File: src/rtl/change_dispenser_pkg.sv
// change_dispenser_pkg: shared coin constants and FSM encoding for the change dispenser
package change_dispenser_pkg;
  localparam int kNumCoins  = 3;
  localparam int kTotalBits = 16;
  localparam logic [kTotalBits-1:0] COIN_VAL0 = 16'd100;
  localparam logic [kTotalBits-1:0] COIN_VAL1 = 16'd500;
  localparam logic [kTotalBits-1:0] COIN_VAL2 = 16'd1000;
  localparam logic [kNumCoins-1:0][kTotalBits-1:0] kCoinVals = {COIN_VAL2, COIN_VAL1, COIN_VAL0};
  typedef enum logic [1:0] {IDLE, DISPENSE, DONE} state_t;
endpackage

File: src/rtl/change_dispenser_coin_selector.sv
// change_dispenser_coin_selector: greedy pick of the largest stocked coin not exceeding rem
module change_dispenser_coin_selector
  import change_dispenser_pkg::*;
(
  input  logic [kTotalBits-1:0] rem,
  input  logic [kNumCoins-1:0]  avail,
  output logic [kNumCoins-1:0]  pick,
  output logic                  valid,
  output logic [kTotalBits-1:0] val
);
  // Scan upward so a larger eligible denomination overrides any smaller one
  always_comb begin
    pick  = '0;
    valid = 1'b0;
    val   = '0;
    for (int k = 0; k < kNumCoins; k++)
      if (avail[k] && kCoinVals[k] <= rem) begin
        pick    = '0;
        pick[k] = 1'b1;
        valid   = 1'b1;
        val     = kCoinVals[k];
      end
  end
endmodule

File: src/rtl/change_dispenser.sv
// change_dispenser: pays out a latched amount one coin per cycle from finite per-coin stock
module change_dispenser
  import change_dispenser_pkg::*;
#(
  parameter int STOCK_W    = 8,
  parameter int INIT_STOCK = 10
) (
  input  logic                  clk,
  input  logic                  reset_n,
  input  logic                  i_start,
  input  logic [kTotalBits-1:0] i_amount,
  input  logic                  i_refill,
  output logic [kNumCoins-1:0]  o_return_coin,
  output logic                  o_busy,
  output logic                  o_done,
  output logic [kTotalBits-1:0] o_remainder,
  output logic [kNumCoins-1:0]  o_stock_empty
);
  state_t                state, state_nx;
  logic [kTotalBits-1:0] rem;
  logic [STOCK_W-1:0]    stock [kNumCoins];
  logic [kNumCoins-1:0]  avail, pick;
  logic                  valid;
  logic [kTotalBits-1:0] val;

  // A denomination is usable only while its stock is nonzero
  always_comb begin
    avail = '0;
    for (int k = 0; k < kNumCoins; k++) avail[k] = stock[k] != '0;
  end

  assign o_stock_empty = ~avail;
  assign o_busy        = state != IDLE;

  change_dispenser_coin_selector u_sel (
    .rem   (rem),
    .avail (avail),
    .pick  (pick),
    .valid (valid),
    .val   (val)
  );

  // Next state: leave DISPENSE once nothing more can be paid
  always_comb begin
    state_nx = (state == IDLE)     ? (i_start ? DISPENSE : IDLE) :
               (state == DISPENSE) ? (valid ? DISPENSE : DONE) : IDLE;
  end

  // State register
  always_ff @(posedge clk or negedge reset_n) begin
    if (!reset_n) state <= IDLE;
    else          state <= state_nx;
  end

  // Datapath: latch amount, release coins, decrement stock, report leftover
  always_ff @(posedge clk or negedge reset_n) begin
    if (!reset_n) begin
      rem           <= '0;
      o_return_coin <= '0;
      o_done        <= 1'b0;
      o_remainder   <= '0;
      for (int k = 0; k < kNumCoins; k++) stock[k] <= STOCK_W'(INIT_STOCK);
    end else begin
      o_return_coin <= '0;
      o_done        <= 1'b0;
      if (state == IDLE) begin
        if (i_start) rem <= i_amount;
        if (i_refill) for (int k = 0; k < kNumCoins; k++) stock[k] <= STOCK_W'(INIT_STOCK);
      end else if (state == DISPENSE) begin
        if (valid) begin
          o_return_coin <= pick;
          rem           <= rem - val;
          for (int k = 0; k < kNumCoins; k++)
            if (pick[k]) stock[k] <= stock[k] - STOCK_W'(1);
        end else begin
          o_remainder <= rem;
          o_done      <= 1'b1;
        end
      end
    end
  end
endmodule
File: config.mk
export PLATFORM = sky130hd
export DESIGN_NAME = change_dispenser
export DESIGN_NICKNAME = d
export VERILOG_FILES = /design/src/rtl/change_dispenser_pkg.sv /design/src/rtl/change_dispenser_coin_selector.sv /design/src/rtl/change_dispenser.sv
export SDC_FILE = /design/constraint.sdc
export NUM_CORES = 1
export LEC_CHECK = 0
export BUFFER_PORTS_ARGS = -buffer_cell sky130_fd_sc_hd__buf_2
export CORE_ASPECT_RATIO = 0.6
export CORE_UTILIZATION = 62
export CTS_CLUSTER_DIAMETER = 100
export CTS_CLUSTER_SIZE = 8
export DETAILED_ROUTE_END_ITERATION = 10
export GPL_TIMING_DRIVEN = 0
export PLACE_DENSITY_LB_ADDON = 0.12
export SLEW_MARGIN = 20
export SYNTH_ARGS = -nofsm -noshare
export SYNTH_HDL_FRONTEND = slang
export SYNTH_SLANG_ARGS = --single-unit
File: constraint.sdc
create_clock -name clk -period 6 [get_ports clk]
set_input_delay 0.6 -clock clk [delete_from_list [all_inputs] [get_ports clk]]
set_output_delay 0.6 -clock clk [all_outputs]
set_load 0.05 [all_outputs]
; ---- Yosys cells after proc, flatten, opt, wreduce, memory -nomap -nowiden
; Cells that the tools add are included.
[classes]
addsub = 4
n_lt_le_gt_ge = 3
n_eq_ne = 3
muxes = 30
bitwise = 3
reduce_logical = 18
[ops]
columns = cell, count
row1 = 24-bit two-way mux, 4
row2 = 16-bit two-way mux, 4
row3 = 8-bit two-way mux, 3
row4 = 8-bit nonzero test, 3
row5 = 8-bit by 1-bit subtractor with 8-bit output (second input constant), 3
row6 = 10-bit by 16-bit <= comparator with 1-bit output (first input constant), 1
row7 = 7-bit by 16-bit <= comparator with 1-bit output (first input constant), 1
row8 = 9-bit by 16-bit <= comparator with 1-bit output (first input constant), 1
row9 = 16-bit subtractor, 1
row10 = 3-bit two-way mux, 4
row11 = 4-bit AND reduction, 3
row12 = 2-bit nonzero test, 6
row13 = 10-bit two-way mux, 1
row14 = 9-bit two-way mux, 1
row15 = 1-bit two-way mux, 8
row16 = 2-bit two-way mux, 4
row17 = 7-bit two-way mux, 1
row18 = 3-bit AND reduction, 2
row19 = 2-bit inequality test (second input constant), 2
row20 = 1-bit logical AND, 3
row21 = 3-bit inverter, 1
row22 = 2-bit by 1-bit == test with 1-bit output (second input constant), 1
row23 = 2-bit zero test, 1
row24 = 1-bit inverter, 2
[word_totals]
ff_bits = 62
out_inout_bits = 24
wordCells = 69

; ---- Logic depth before layout (Yosys ltp)
[logic_depth]
ltp_word = 9
depth_mapped = 15

; ---- Modules after synthesis
; A second synthesis with hierarchy kept.
[hier_totals]
hier_cells = 404
hier_area_um2 = 3798.6
[by_module_without_submodules]
columns = module, instances, cells_per_inst, area_per_inst_um2, seq_area_each_um2
row1 = change_dispenser, 1, 371, 3534.6, 1534.0
row2 = change_dispenser_coin_selector, 1, 33, 264.0, 0.0

; ---- Worst setup path before layout
; Ideal clock, no wire load.
[synth_path]
path_type = register to register
start = reg rem[11]
end = reg rem[13]
setup_time_ps = 122
t_arrival_ps = 3537
path_slack_ps = 2341
path_stages_with_launch = 12
cell_sequence = dfrtp_1 buf_2 nor3_1 o211ai_1 a222oi_1 ha_1 a21o_1 nand2_1 a21oi_1 or4_1 or4_1 a32o_1
[synth_via]
elab_chain_len = 9
[synth_rtl]
columns = item, line_no
row1 = start: declaration, change_dispenser.sv:20  ; logic [kTotalBits-1:0] rem;
row2 = start signal: assignment, change_dispenser.sv:67  ; if (i_start) rem <= i_amount;
row3 = start signal: assignment, change_dispenser.sv:72  ; rem <= rem - val;
row4 = 7-bit by 16-bit <= comparator with 1-bit output, change_dispenser_coin_selector.sv:17  ; if (avail[k] && kCoinVals[k] <= rem) begin
row5 = 1-bit logical AND, change_dispenser_coin_selector.sv:17
row6 = 7-bit two-way mux, change_dispenser_coin_selector.sv:17
row7 = 9-bit two-way mux, change_dispenser_coin_selector.sv:17
row8 = 10-bit two-way mux, change_dispenser_coin_selector.sv:17
row9 = 16-bit subtractor, change_dispenser.sv:72
row10 = 16-bit two-way mux, change_dispenser.sv:70  ; if (valid) begin
row11 = 16-bit two-way mux, change_dispenser.sv:69  ; end else if (state == DISPENSE) begin
row12 = 16-bit two-way mux, change_dispenser.sv:66  ; if (state == IDLE) begin
; Several ways; a longest one is shown, not always the timed one. The select of a mux whose other input is x is not followed.
; A chain may end at the register's enable or synchronous reset.

; ---- Worst setup path after layout
; Same ends and word-level chain as after synthesis.

==> impl_metrics.tcl <==
set metrics [dict create \
    synth_edf_count 0 \
    avgSynthCellArea_um2 9.97 \
    period_minus_slack_ns 4.03 \
    sw_frac_of_total_pct 37.7 \
    hold_violations 0 \
    track_usage_pct 29.3 \
    critPathMaxStageDelay_ns 0.60 \
    final_cell_mix "dfrtp_1, buf_2, nand2_1" \
    netlist_instances 335 \
    vias 2765 \
    netlist_area_um2 3340 \
    die_w_um 96.8 \
    cts_setup_buffers 0 \
    fin_area_um2 3860 \
    p_seq_share_pct 41.0 \
    crit_path_end_kind "flip-flop" \
    cts-hold-fix-buffers 0 \
    fin_setup_tns_ns 0 \
    worstReg2RegStart "rem[11]" \
    clk_pin_slew_ns 0.07 \
    worst_ep_arrival_time_ns 4.25 \
    drc 0 \
    clockBufferDepth 2 \
    cts_resized 0 \
    ys_ff_latch 61 \
    place.gp.congestion 0.902 \
    rrSetupSlack_ns 1.97 \
    clock-root-buffer "clkbuf_8" \
    rsz0062_at_grt "false" \
    cp.required_ns 6.23 \
    diodes 0 \
    crit_top_cell "or4_1" \
    cts.sinks 61 \
    drv_cap 0 \
    irDropWorstVdd_v 0.000294 \
    fmax_mhz 248 \
    clkPwrFrac_pct 22.7 \
    p_sw_w 0.000633 \
    post_drt_wl_per_cell_um 16.6 \
    yosysWarnings 0 \
    worstMarginPinSlew_ns 0.750 \
    cp_slowest_cell "or4_1" \
    rr_worst_depth 11 \
    powerDensity_nw_per_um2 435 \
    p_int_w 0.00104 \
    finClkSkew_ns 0.00815 \
    layout_commonest_cell "dfrtp_1" \
    rows 20 \
    start_kind "flip-flop" \
    cts_buffers 9 \
    setup_viol 0 \
    dieArea_um2 5700 \
    hold_class "input pin to asynchronous set/reset pin" \
    finalWirelength_mm 7.67 \
    syn_nets 370 \
    leakagePower_nw 1.85 \
    final_max_slew_viol_count 0 \
    cp_max_fo 9 \
    cts_tree "done" \
    grt_first_pass_wirelength_mm 12.8 \
    hpwl_mm 5.53 \
    ys_seq_area_share_pct 45.9 \
    synth_cell_types 54 \
    grt_pass1_vias 2576 \
    placed_area_um2 3640 \
    status "completed" \
    clk_latency_ns 0.33 \
    comb_power_share_pct 36.3 \
    num_io_pins 44 \
    start_util_pct 65.1 \
    antenna_found_initial 0 \
    grt_start_max_net_pins 62 \
    ant_nets 0 \
    die_h_um 58.9 \
    max_slew_margin_pct 50.0 \
    port_buffers 43 \
    nNetsFinal 425 \
    htree_levels 3 \
    avgViaCountPerCell 6.00 \
    path_cells "buf_2 -> nor4_1 -> o211ai_1 -> a22oi_1 -> ha_1 -> a21o_1 -> a21oi_1 -> nor2b_1 -> or4_1 -> or4_1 -> a32o_1" \
    path_class "flip-flop to flip-flop" \
    grt-ovfl-total 0 \
    syn2layout_area_growth_pct 15.5 \
    drive_above_1_share_pct 22.8 \
    core_um2 5130 \
    reg2reg_to "rem[13]" \
    drt-initial-drc-count 206 \
    ys.flop_type "dfrtp_1" \
    period_share_pct 67.1 \
    drt_first_pass_iters 5 \
    async_flop_share_pct 100 \
]
==> worst max-delay path: cells and delay by family (launching register included) <==
| kind | cells | cell delay (ns) |
|---|---|---|
| and+or+nand+nor | 4 | 1.53 |
| buffers and inverters | 1 | 0.16 |
| adders and majority gates | 1 | 0.43 |
| AOI/OAI and AO/OA | 5 | 1.43 |
| DFF | 1 | 0.35 |
==> state kept, by name, summed over array words and instances, names as in the netlist <==
signal	flops
rem	16
state	1
o_remainder	16
o_done	1
o_return_coin	3
stock	24
==> layer usage <==
layer | routed length [µm] | vias to the layer above | global-route usage (%)
li1 | - | 1324 | -
met1 | 3800 | 1320 | 43.6
met3 | 509 | 16 | 7.48
met5 | 0 | - | 0
met2 | 3230 | 105 | 41.9
met4 | 122 | 0 | 9.81
==> worst max path at each step <==
stage	startpoint	endpoint	slack (ns)	cells after the start
finish	rem[11]	rem[13]	1.97	11
global route	stock[10]	rem[13]	1.74	10
CTS	rem[11]	rem[13]	1.68	11
detailed placement	rem[11]	rem[13]	1.68	11
global placement	rem[11]	rem[13]	1.82	11
floorplan	rem[11]	rem[13]	2.34	11
==> Yosys cell counts, types with 2 or more instances <==
cell,n,area (µm²)
dfrtp_1,55,1380
nand2_1,31,116
nor2_1,30,113
a21oi_1,17,85.1
inv_1,17,63.8
ha_1,14,175
mux2_2,12,135
o21ai_0,11,55.1
nor3_1,9,45.0
nor4_1,9,56.3
xor2_1,8,70.1
nand3_1,7,35.0
or4_1,7,52.6
xnor2_1,7,61.3
a31oi_1,6,37.5
clkbuf_1,6,22.5
dfstp_2,6,158
o211ai_1,6,45.0
mux2_4,5,75.1
mux2i_1,5,50.1
nor2b_1,5,31.3
or3_1,5,31.3
a32o_1,4,40.0
nand4_1,4,25.0
a21o_1,3,22.5
and2_1,3,18.8
buf_2,3,15.0
nand2b_1,3,18.8
nor3b_1,3,22.5
a22o_1,2,17.5
and3_1,2,12.5
nand3b_1,2,15.0
nand4b_1,2,17.5
o2111ai_1,2,17.5
o21a_1,2,15.0
o311ai_0,2,17.5
o31ai_1,2,15.0
o41ai_1,2,17.5
==> power by group through the flow <==
stage          Combinational (W)  Sequential [W]  Clock, W
6_report                0.000608        0.000688  0.000381
5_1_grt                 0.000688        0.000710  0.000404
4_1_cts                 0.000607        0.000682  0.000385
3_5_place_dp            0.000596        0.000688         0
3_3_place_gp            0.000577        0.000681         0
2_1_floorplan           0.000470        0.000655         0
==> cell type report <==
cell class                 count  area, µm²
inverter                      18       67.6
sequential                    61       1530
buffer                        11       52.6
clock inverter                 3       42.5
timing repair buffer          44        223
fill                         353       1270
tap                           66       82.6
multi-input combinational    245       1690
clock buffer                  13        169
==> stage by stage <==
stage	util (%)	worst slack, ns	power, W	hold slack, ns	cells
final	75.2	1.97	0.00168	0.335	461
after detailed placement	71.0	1.68	0.00128	0.467	444
after global placement	70.9	1.82	0.00126	0.463	444
after CTS	75.1	1.68	0.00167	0.361	460
after global routing	75.2	1.74	0.00180	0.397	461
after floorplan	-	2.34	0.00113	0.304	335
==> logic make-up (layout without fill, tap and decap cells) <==
family | Yosys count | in the layout | synth area share, %
adders and majority gates | 15 | 15 | 5.84
muxes | 22 | 22 | 7.79
buffers and inverters | 29 | 89 | 3.60
xor gates and xnor gates | 15 | 15 | 3.93
DFF | 61 | 61 | 45.9
and+or+nand+nor | 129 | 129 | 20.2
AOI/OAI and AO/OA | 64 | 64 | 12.7
Power figures use the tool's default switching activity.
